===== src/rtl/updown_sweep_controller_if.sv =====
// ---------------------------------------------------------------------------
// updown_sweep_controller_if
//
// Bundles the host-side control inputs and the sweep status outputs of the
// up/down sweep controller.
//
// Handshake: start is a level request sampled only while busy=0. A request
// is accepted on the clock edge that samples it with abort=0 and legal
// bounds. busy=1 is visible from the next cycle. A request with bad bounds
// produces a single-cycle err instead. done is a single-cycle pulse that
// coincides with the first cycle of busy=0 after a normal completion. A new
// start may be presented on that same cycle.
//
// Signals
//   start, abort, pause        host -> controller control
//   lo, hi, passes             sweep program, latched on an accepted start
//   count, direction           counter value and counting direction
//   busy, done, err            status / handshake responses
//   passes_left                passes remaining, including the current pass
//   dbg_state                  FSM state (0 = IDLE, 1 = UP, 2 = DOWN)
//
// Modports
//   master : host side (drives the controls, observes the status)
//   slave  : controller side
// ---------------------------------------------------------------------------
interface updown_sweep_controller_if #(
    parameter int WIDTH  = 4,
    parameter int PASS_W = 4
);
    logic              start;
    logic              abort;
    logic              pause;
    logic [WIDTH-1:0]  lo;
    logic [WIDTH-1:0]  hi;
    logic [PASS_W-1:0] passes;

    logic [WIDTH-1:0]  count;
    logic              direction;
    logic              busy;
    logic              done;
    logic              err;
    logic [PASS_W-1:0] passes_left;
    logic [1:0]        dbg_state;

    modport master (
        output start, abort, pause, lo, hi, passes,
        input  count, direction, busy, done, err, passes_left, dbg_state
    );

    modport slave (
        input  start, abort, pause, lo, hi, passes,
        output count, direction, busy, done, err, passes_left, dbg_state
    );
endinterface


===== src/rtl/updown_sweep_controller.sv =====
// ---------------------------------------------------------------------------
// updown_sweep_controller
//
// Owns a WIDTH-bit up/down counter and runs programmed triangle sweeps
// lo -> hi -> lo for a number of passes. Sweeps can be paused (everything
// freezes) and aborted (return to IDLE, counter values held).
//
// Ports
//   clk   rising-edge clock
//   rst   asynchronous, active-low reset
//   bus   updown_sweep_controller_if.slave
//           in : start, abort, pause, lo, hi, passes
//           out: count, direction, busy, done, err, passes_left, dbg_state
//
// All outputs come straight from flops. The FSM uses one register process
// and one combinational next-state process. Every registered value has a
// matching *_d next value that is computed in always_comb.
// ---------------------------------------------------------------------------
module updown_sweep_controller #(
    parameter int WIDTH  = 4,
    parameter int PASS_W = 4
) (
    input  logic                      clk,
    input  logic                      rst,
    updown_sweep_controller_if.slave  bus
);

    typedef enum logic [1:0] {
        S_IDLE = 2'd0,
        S_UP   = 2'd1,
        S_DOWN = 2'd2
    } state_t;

    state_t            state_q, state_d;
    logic [WIDTH-1:0]  count_q, count_d;
    logic              dir_q, dir_d;
    logic              busy_q, busy_d;
    logic              done_q, done_d;
    logic              err_q, err_d;
    logic [PASS_W-1:0] left_q, left_d;
    logic [WIDTH-1:0]  lo_q, lo_d;
    logic [WIDTH-1:0]  hi_q, hi_d;

    // A start is only meaningful for a non-empty range and a non-zero pass
    // count. Both checks use the live inputs because nothing is latched yet.
    logic start_bad;
    assign start_bad = (bus.lo >= bus.hi) || (bus.passes == '0);

    // ------------------------------------------------------------------
    // Next-state / output logic
    // ------------------------------------------------------------------
    always_comb begin
        state_d = state_q;
        count_d = count_q;
        dir_d   = dir_q;
        busy_d  = busy_q;
        left_d  = left_q;
        lo_d    = lo_q;
        hi_d    = hi_q;
        done_d  = 1'b0;
        err_d   = 1'b0;

        case (state_q)
            S_IDLE: begin
                // abort in IDLE simply masks start.
                if (bus.start && !bus.abort) begin
                    if (start_bad) begin
                        err_d = 1'b1;
                    end else begin
                        lo_d    = bus.lo;
                        hi_d    = bus.hi;
                        left_d  = bus.passes;
                        count_d = bus.lo;
                        dir_d   = 1'b1;
                        busy_d  = 1'b1;
                        state_d = S_UP;
                    end
                end
            end

            S_UP: begin
                if (bus.abort) begin
                    // Abort wins over pause; count/direction/passes_left hold.
                    busy_d  = 1'b0;
                    state_d = S_IDLE;
                end else if (!bus.pause) begin
                    if (count_q < hi_q) begin
                        count_d = count_q + 1'b1;
                    end else begin
                        // count == hi: the turn-around costs no extra cycle,
                        // the counter steps straight to hi-1.
                        count_d = count_q - 1'b1;
                        dir_d   = 1'b0;
                        state_d = S_DOWN;
                    end
                end
            end

            S_DOWN: begin
                if (bus.abort) begin
                    busy_d  = 1'b0;
                    state_d = S_IDLE;
                end else if (!bus.pause) begin
                    if (count_q > lo_q) begin
                        count_d = count_q - 1'b1;
                    end else if (left_q == PASS_W'(1)) begin
                        // Last pass finished: count stays at lo and
                        // direction stays down.
                        left_d  = '0;
                        busy_d  = 1'b0;
                        done_d  = 1'b1;
                        state_d = S_IDLE;
                    end else begin
                        // More passes to go: lo is shared between passes, so
                        // the count turns straight back up.
                        left_d  = left_q - 1'b1;
                        count_d = count_q + 1'b1;
                        dir_d   = 1'b1;
                        state_d = S_UP;
                    end
                end
            end

            default: begin
                busy_d  = 1'b0;
                state_d = S_IDLE;
            end
        endcase
    end

    // ------------------------------------------------------------------
    // State register
    // ------------------------------------------------------------------
    always_ff @(posedge clk or negedge rst) begin
        if (!rst) begin
            state_q <= S_IDLE;
            count_q <= '0;
            dir_q   <= 1'b1;
            busy_q  <= 1'b0;
            done_q  <= 1'b0;
            err_q   <= 1'b0;
            left_q  <= '0;
            lo_q    <= '0;
            hi_q    <= '0;
        end else begin
            state_q <= state_d;
            count_q <= count_d;
            dir_q   <= dir_d;
            busy_q  <= busy_d;
            done_q  <= done_d;
            err_q   <= err_d;
            left_q  <= left_d;
            lo_q    <= lo_d;
            hi_q    <= hi_d;
        end
    end

    assign bus.count       = count_q;
    assign bus.direction   = dir_q;
    assign bus.busy        = busy_q;
    assign bus.done        = done_q;
    assign bus.err         = err_q;
    assign bus.passes_left = left_q;
    assign bus.dbg_state   = state_q;

    // ------------------------------------------------------------------
    // Structural invariants
    // ------------------------------------------------------------------
    // While sweeping, the counter stays inside the latched window.
    a_count_in_range: assert property (@(posedge clk) disable iff (!rst)
        busy_q |-> (count_q >= lo_q && count_q <= hi_q));

    // done is a single-cycle pulse and never overlaps busy.
    a_done_pulse: assert property (@(posedge clk) disable iff (!rst)
        done_q |=> !done_q);
    a_done_not_busy: assert property (@(posedge clk) disable iff (!rst)
        done_q |-> !busy_q);

    // busy tracks "FSM not in IDLE".
    a_busy_state: assert property (@(posedge clk) disable iff (!rst)
        busy_q == (state_q != S_IDLE));

endmodule


===== src/flat_wrapper.sv =====
// flat-port wrapper written by rule: the top's interface ports become plain ports
module updown_sweep_controller_flat 
#(
    parameter int WIDTH  = 4,
    parameter int PASS_W = 4
)
  (clk, rst, bus_start, bus_abort, bus_pause, bus_lo, bus_hi, bus_passes, bus_count, bus_direction, bus_busy, bus_done, bus_err, bus_passes_left, bus_dbg_state);
  updown_sweep_controller_if #(.WIDTH(WIDTH), .PASS_W(PASS_W)) bus_i ();
  input  logic clk;
  input  logic rst;
  input wire logic [$bits(bus_i.start)-1:0] bus_start;
  input wire logic [$bits(bus_i.abort)-1:0] bus_abort;
  input wire logic [$bits(bus_i.pause)-1:0] bus_pause;
  input wire logic [$bits(bus_i.lo)-1:0] bus_lo;
  input wire logic [$bits(bus_i.hi)-1:0] bus_hi;
  input wire logic [$bits(bus_i.passes)-1:0] bus_passes;
  output wire logic [$bits(bus_i.count)-1:0] bus_count;
  output wire logic [$bits(bus_i.direction)-1:0] bus_direction;
  output wire logic [$bits(bus_i.busy)-1:0] bus_busy;
  output wire logic [$bits(bus_i.done)-1:0] bus_done;
  output wire logic [$bits(bus_i.err)-1:0] bus_err;
  output wire logic [$bits(bus_i.passes_left)-1:0] bus_passes_left;
  output wire logic [$bits(bus_i.dbg_state)-1:0] bus_dbg_state;
  assign bus_i.start = bus_start;
  assign bus_i.abort = bus_abort;
  assign bus_i.pause = bus_pause;
  assign bus_i.lo = bus_lo;
  assign bus_i.hi = bus_hi;
  assign bus_i.passes = bus_passes;
  assign bus_count = bus_i.count;
  assign bus_direction = bus_i.direction;
  assign bus_busy = bus_i.busy;
  assign bus_done = bus_i.done;
  assign bus_err = bus_i.err;
  assign bus_passes_left = bus_i.passes_left;
  assign bus_dbg_state = bus_i.dbg_state;
  updown_sweep_controller #(.WIDTH(WIDTH), .PASS_W(PASS_W)) u_core (.clk(clk), .rst(rst), .bus(bus_i));
endmodule

===== config.mk =====
export PLATFORM = sky130hd
export DESIGN_NAME = updown_sweep_controller_flat
export DESIGN_NICKNAME = d
export VERILOG_FILES = /design/src/rtl/updown_sweep_controller_if.sv /design/src/rtl/updown_sweep_controller.sv /design/src/flat_wrapper.sv
export SDC_FILE = /design/constraint.sdc
export NUM_CORES = 1
export LEC_CHECK = 0
export CAP_MARGIN = 10
export CORE_AREA = 2 2 71 73
export CTS_BUF_LIST = sky130_fd_sc_hd__clkbuf_16
export CTS_CLUSTER_DIAMETER = 40
export DETAILED_ROUTE_END_ITERATION = 10
export DIE_AREA = 0 0 73 75
export HOLD_SLACK_MARGIN = 0.08
export SLEW_MARGIN = 20
export SYNTH_ARGS = -nofsm -noshare
export SYNTH_HDL_FRONTEND = slang
export SYNTH_SLANG_ARGS = --single-unit

===== constraint.sdc =====
create_clock -name clk -period 3.74 [get_ports clk]
set_input_delay 0.374 -clock clk [delete_from_list [all_inputs] [get_ports clk]]
set_output_delay 0.374 -clock clk [all_outputs]
set_load 0.05 [all_outputs]

Yosys cells after proc, flatten, opt, wreduce, memory -nomap -nowiden

Cells that the tools add are included.

Register bits: 22
Bits of input ports: 17
Output and inout bits: 14
Word-level logic and storage cells: 99

$add $sub $neg: 3
Magnitude comparators: 3
Equality and inequality tests: 19
Multiplexer cells: 51
Bitwise gates (word level): 1
Reduce and logical (&&, ||, !) cells: 13

Operators by type and width:

| cell                  | count |
|---|---|
| $mux W4               | 15 |
| $mux W1               | 23 |
| $ne A2 B2 Y1 const B  | 9 |
| $reduce_and A6 Y1     | 3 |
| $mux W2               | 8 |
| $ne A3 B3 Y1 const B  | 4 |
| $pmux W4 S3           | 1 |
| $reduce_and A10 Y1    | 1 |
| $pmux W4 S2           | 1 |
| $reduce_and A8 Y1     | 1 |
| $sub A4 B1 Y4 const B | 2 |
| $ne A3 B2 Y1 const B  | 2 |
| $pmux W1 S3           | 2 |
| $pmux W2 S3           | 1 |
| $add A4 B1 Y4 const B | 1 |
| $eq A4 B1 Y1 const B  | 1 |
| $ge A4 B4 Y1          | 1 |
| $gt A4 B4 Y1          | 1 |
| $logic_not A4 Y1      | 1 |
| $lt A4 B4 Y1          | 1 |
| $reduce_and A3 Y1     | 1 |
| $reduce_bool A3 Y1    | 1 |
| $eq A2 B1 Y1 const B  | 1 |
| $eq A2 B2 Y1 const B  | 1 |
| 7 further kinds       | 7 |

Logic depth before layout (Yosys ltp)

Depth in word-level cells: 6
Mapped depth: 9
Depth with buffers taken out: 8

Worst setup path before layout

OpenSTA, ideal clock, no wires.

Path type: flip-flop to flip-flop
Start: register u_core.count_q[2] (netlist: u_core.bus.count[2])
End: register u_core.count_q[3] (netlist: u_core.bus.count[3])
Arrival time: 2276 ps
Required time: 3659 ps
Path slack: 1383 ps
Cell stages (with the launch flop): 8
Path buffers: 0
Period minus slack after synthesis: 2357 ps
Cell sequence: dfrtp_1 -> ha_1 -> or3_1 -> o311ai_4 -> nor2_2 -> o221ai_4 -> mux2_4 -> o211ai_2

Cells in the longest elaborated chain, start to end: 6
Elaborated cells on any way between the ends: 14
Those cells by class: add/sub: 2; order compare: 2; eq/ne: 1; mux: 8; reduce/logical: 1

Ends and longest elaborated chain:

| element                  | line                                                          | source |
|---|---|---|
| start: declaration       | updown_sweep_controller.sv:35                                 | `logic [WIDTH-1:0] count_q, count_d;` |
| start signal: assignment | updown_sweep_controller.sv:147                                | `count_q <= count_d;` |
| $add A4 B1 Y4            | updown_sweep_controller.sv:88, updown_sweep_controller.sv:117 |  |
| $mux W4                  | updown_sweep_controller.sv:106                                | `end else if (left_q == PASS_W'(1)) begin` |
| $mux W4                  | updown_sweep_controller.sv:104                                | `if (count_q > lo_q) begin` |
| $mux W4                  | updown_sweep_controller.sv:103                                | `end else if (!bus.pause) begin` |
| $mux W4                  | updown_sweep_controller.sv:100                                | `if (bus.abort) begin` |
| $pmux W4 S3              | updown_sweep_controller.sv:63                                 | `case (state_q)` |

Parallel ways exist; a longest one is shown, timed or not. The select of a mux whose other input is x is not followed.
A chain may end at the register's enable or synchronous reset.

Worst setup path in the final report

Start: input bus_lo[0]
End: register u_core.left_q[0] (netlist: u_core.bus.passes_left[0])

Cells in the longest elaborated chain, start to end: 4

Ends and longest elaborated chain:

| element                     | line                           | source |
|---|---|---|
| start: declaration          | flat_wrapper.sv:14             | `input wire logic [$bits(bus_i.lo)-1:0] bus_lo;` |
| $ge A4 B4 Y1                | updown_sweep_controller.sv:47  | `assign start_bad = (bus.lo >= bus.hi) \|\| (bus.passes == '0);` |
| $logic_or A1 B1 Y1          | updown_sweep_controller.sv:47  |  |
| $ne A2 B2 Y1 (no line)      | -                              |  |
| $reduce_and A6 Y1 (no line) | -                              |  |
| end signal: assignment      | updown_sweep_controller.sv:152 | `left_q <= left_d;` |
| end: declaration            | updown_sweep_controller.sv:40  | `logic [PASS_W-1:0] left_q, left_d;` |

Every way passes these cells.

==> flow_summary_export.csv <==
group,metric,value,unit
clocking,postCtsSetupBuffers,0,
clocking,clock_path_buffers,2,
worst_setup_path,cp_max_fo,16,
die,die_width,73,µm
sta,fin_ws,1.25,ns
logic_synthesis,synth_area_leader_cell,"dfrtp_1",
sta,rsz0062_at_grt,"false",
global_route,grt_pass1_vias,1479,
logic_synthesis,synthMostInstantiatedCell,"inv_1",
run_status,status,"completed",
sta,min_period_over_period,66.6,%
run,drv_cap,0,
min_path,hold_class,"in2async",
die,core_area,4660,µm²
global_route,antenna_found_initial,0,
logic_synthesis,yosysWarnings,0,
worst_setup_path,setup.worst_path.end_class,"register",
logic_synthesis,avgSynthCellArea,8.80,µm²
worst_setup_path,path_class,"in2reg",
worst_setup_path,start_kind,"input pin",
clocking,cts_tree,"yes",
global_route,grt_pass1_wl,7060,µm
route,drt-pass1-iter-count,4,
finish,antenna_cells,0,
clocking,clkTransAtPathRegs,0.06,ns
pwr,p_leak,0.950,nW
clocking,cts-htree-levels,1,
global_route,grt_max_degree,23,
logic_synthesis,async_flop_share,100,%
clocking,cts-root-buf,"clkbuf_16",
clocking,cts_buffers,3,
logic_synthesis,seq_area_frac_synth,31.5,%
logic_synthesis,ys_types,54,
logic_synthesis,synthFlopType,"dfrtp_1",
logic_synthesis,synth_area_leaders,"dfrtp_1, ha_1, inv_1",
route,via_count,1522,
die,ios,31,
clocking,cts_repair_resize_count,0,
worst_setup_path,critPathRequiredTime,3.88,ns
die,die_area,5480,µm²
route,drc,0,
logic_synthesis,synthXorXnorAreaFrac,2.00,%
logic_synthesis,synth-simple-area-share,16.6,%
logic_synthesis,yosys-top-cells-count,"inv_1, dfrtp_1, nor2_1",
finish,nFillCells,438,
logic_synthesis,synthAdderAreaFrac,13.6,%
clocking,clock_latency,0.26,ns
logic_synthesis,syn_area,1750,µm²
logic_synthesis,post-synth-top-area-fraction,30.0,%
logic_synthesis,synth-seq-cells,22,
die,die_y,75,µm
logic_synthesis,synthMuxAreaShare,4.43,%
logic_synthesis,synth_edf_count,0,
clocking,cts-hold-fix-buffers,0,
global_route,grt_remaining_overflow,0,
sta,report.final.slew_viol_count,0,
die,rows,25,
sta,hold_viol,0,
finish,nNetsFinal,264,
die,initial_core_util,37.6,%
worst_setup_path,reg2reg_slack,1.45,ns
sta,final.setup.tns,0,ns
route,vias_per_cell,5.42,
route,dr.first_iter.drc_count,73,
placed_design,portBuffers,30,
logic_synthesis,syn_inst,199,
placed_design,hpwlAfterDp,3310,µm
finish,area_growth,25.2,%
logic_synthesis,synth-compound-area-share,25.6,%
clocking,cts.sinks,22,
pwr,ir_worst_vdd,0.827,mV
route,totalWireLength,4230,µm
sta,finalCriticalPeriod,2.49,ns
sta,final-setup-viol-count,0,
placed_design,place.gp.congestion,0.783,
placed_design,preCtsSetupSlack,0.981,ns
sta,skew,0.00370,ns
sta,max_freq,401,MHz
sta,worst_pin_slew,0.513,ns
pwr,power.density,1010,nW/µm²
route,avgRoutedWirePerCell,15.1,µm
logic_synthesis,synth_top_family_by_area,"compound AO/OA/AOI/OAI gates",
finish,layout-drive-gt1-share,9.25,%
global_route,grt.total_usage,16.7,%
logic_synthesis,synthesis.nets,235,
worst_setup_path,worstPathArrival,2.63,ns
sta,relSlewSlack,65.8,%
route,antenna_left,0,
-- layer usage --
metal,wire [µm],track usage (%),vias to the layer above
met5,0,0,-
met4,44,5.56,0
met3,198,2.68,5
met2,1950,28.2,44
met1,2040,21.7,713
li1,-,-,760
-- final timing paths --
path | start | cells past startpoint | end
worst max-delay path | bus_lo[0] | 9 | u_core.bus.passes_left[0]
worst min-delay path | rst | 1 | u_core.bus.dbg_state[1]
worst max register to register | u_core.bus.count[2] | 7 | u_core.bus.count[3]
worst min register to register | u_core.bus.direction | 1 | u_core.bus.direction
max in group asynchronous | rst | 1 | u_core.bus.direction
min in group clk | u_core.bus.direction | 1 | u_core.bus.direction
-- placed cells by master, fill, tap and decap left out, types with 5 or more instances in the layout --
cell type	n
dfrtp_1	21
clkdlybuf4s50_1	29
nor2_1	20
nor3_1	5
nand2_1	17
inv_1	22
a21oi_1	5
ha_1	19
o21ai_0	16
-- where the power goes --
part / internal [W] / switching, W
sequential: 0.000349 / 0.000112
clock: 0.000213 / 0.0000937
combinational: 0.000581 / 0.000876
total: 0.00114 / 0.00108
-- logic make-up (layout without fill, tap and decap cells) --
group,after synthesis,in the layout
AOI/OAI and AO/OA,57,57
xor gates and xnor gates,4,4
adders and majority gates,19,19
buffers and inverters,28,56
DFF,22,22
muxes,7,7
and+or+nand+nor,62,62
-- stage by stage --
stage          instances  power, W  hold slack, ns  utilization (%)  cell area, µm²
2_1_floorplan        199   0.00156          0.0784                -            1750
4_1_cts              281   0.00224           0.494             47.2            2200
5_1_grt              281   0.00242           0.133             47.1            2190
6_report             281   0.00222          0.0832             47.1            2190
3_5_place_dp         277   0.00192           0.488             44.9            2090
3_3_place_gp         277   0.00190           0.478             44.9            2090
-- critical path: stages --
cell,delay (ns)
clkdlybuf4s50_1,0.49
inv_1,0.06
ha_1,0.26
nand2b_1,0.14
a211oi_1,0.34
o2111a_2,0.46
o2bb2ai_2,0.18
a211oi_1,0.27
a21oi_1,0.07
-- layout make-up --
cell class / instances / area [µm²] / share of cell area, %
clock buffer: 3 / 75.1 / 3.42
clock inverter: 1 / 30.0 / 1.37
inverter: 22 / 82.6 / 3.76
multi-input combinational: 149 / 1090 / 49.7
sequential: 22 / 552 / 25.2
tap: 54 / 67.6 / 3.08
timing repair buffer: 30 / 295 / 13.5
-- state kept, by name, summed over array words and instances (netlist names) --
signal and cells:
u_core.bus.count 4, u_core.bus.direction 1, u_core.hi_q 4, u_core.bus.dbg_state 2, u_core.bus.done 1, u_core.bus.busy 1
u_core.lo_q 4, u_core.bus.err 1, u_core.bus.passes_left 4
Note: power is estimated with default switching activity, not from simulation.
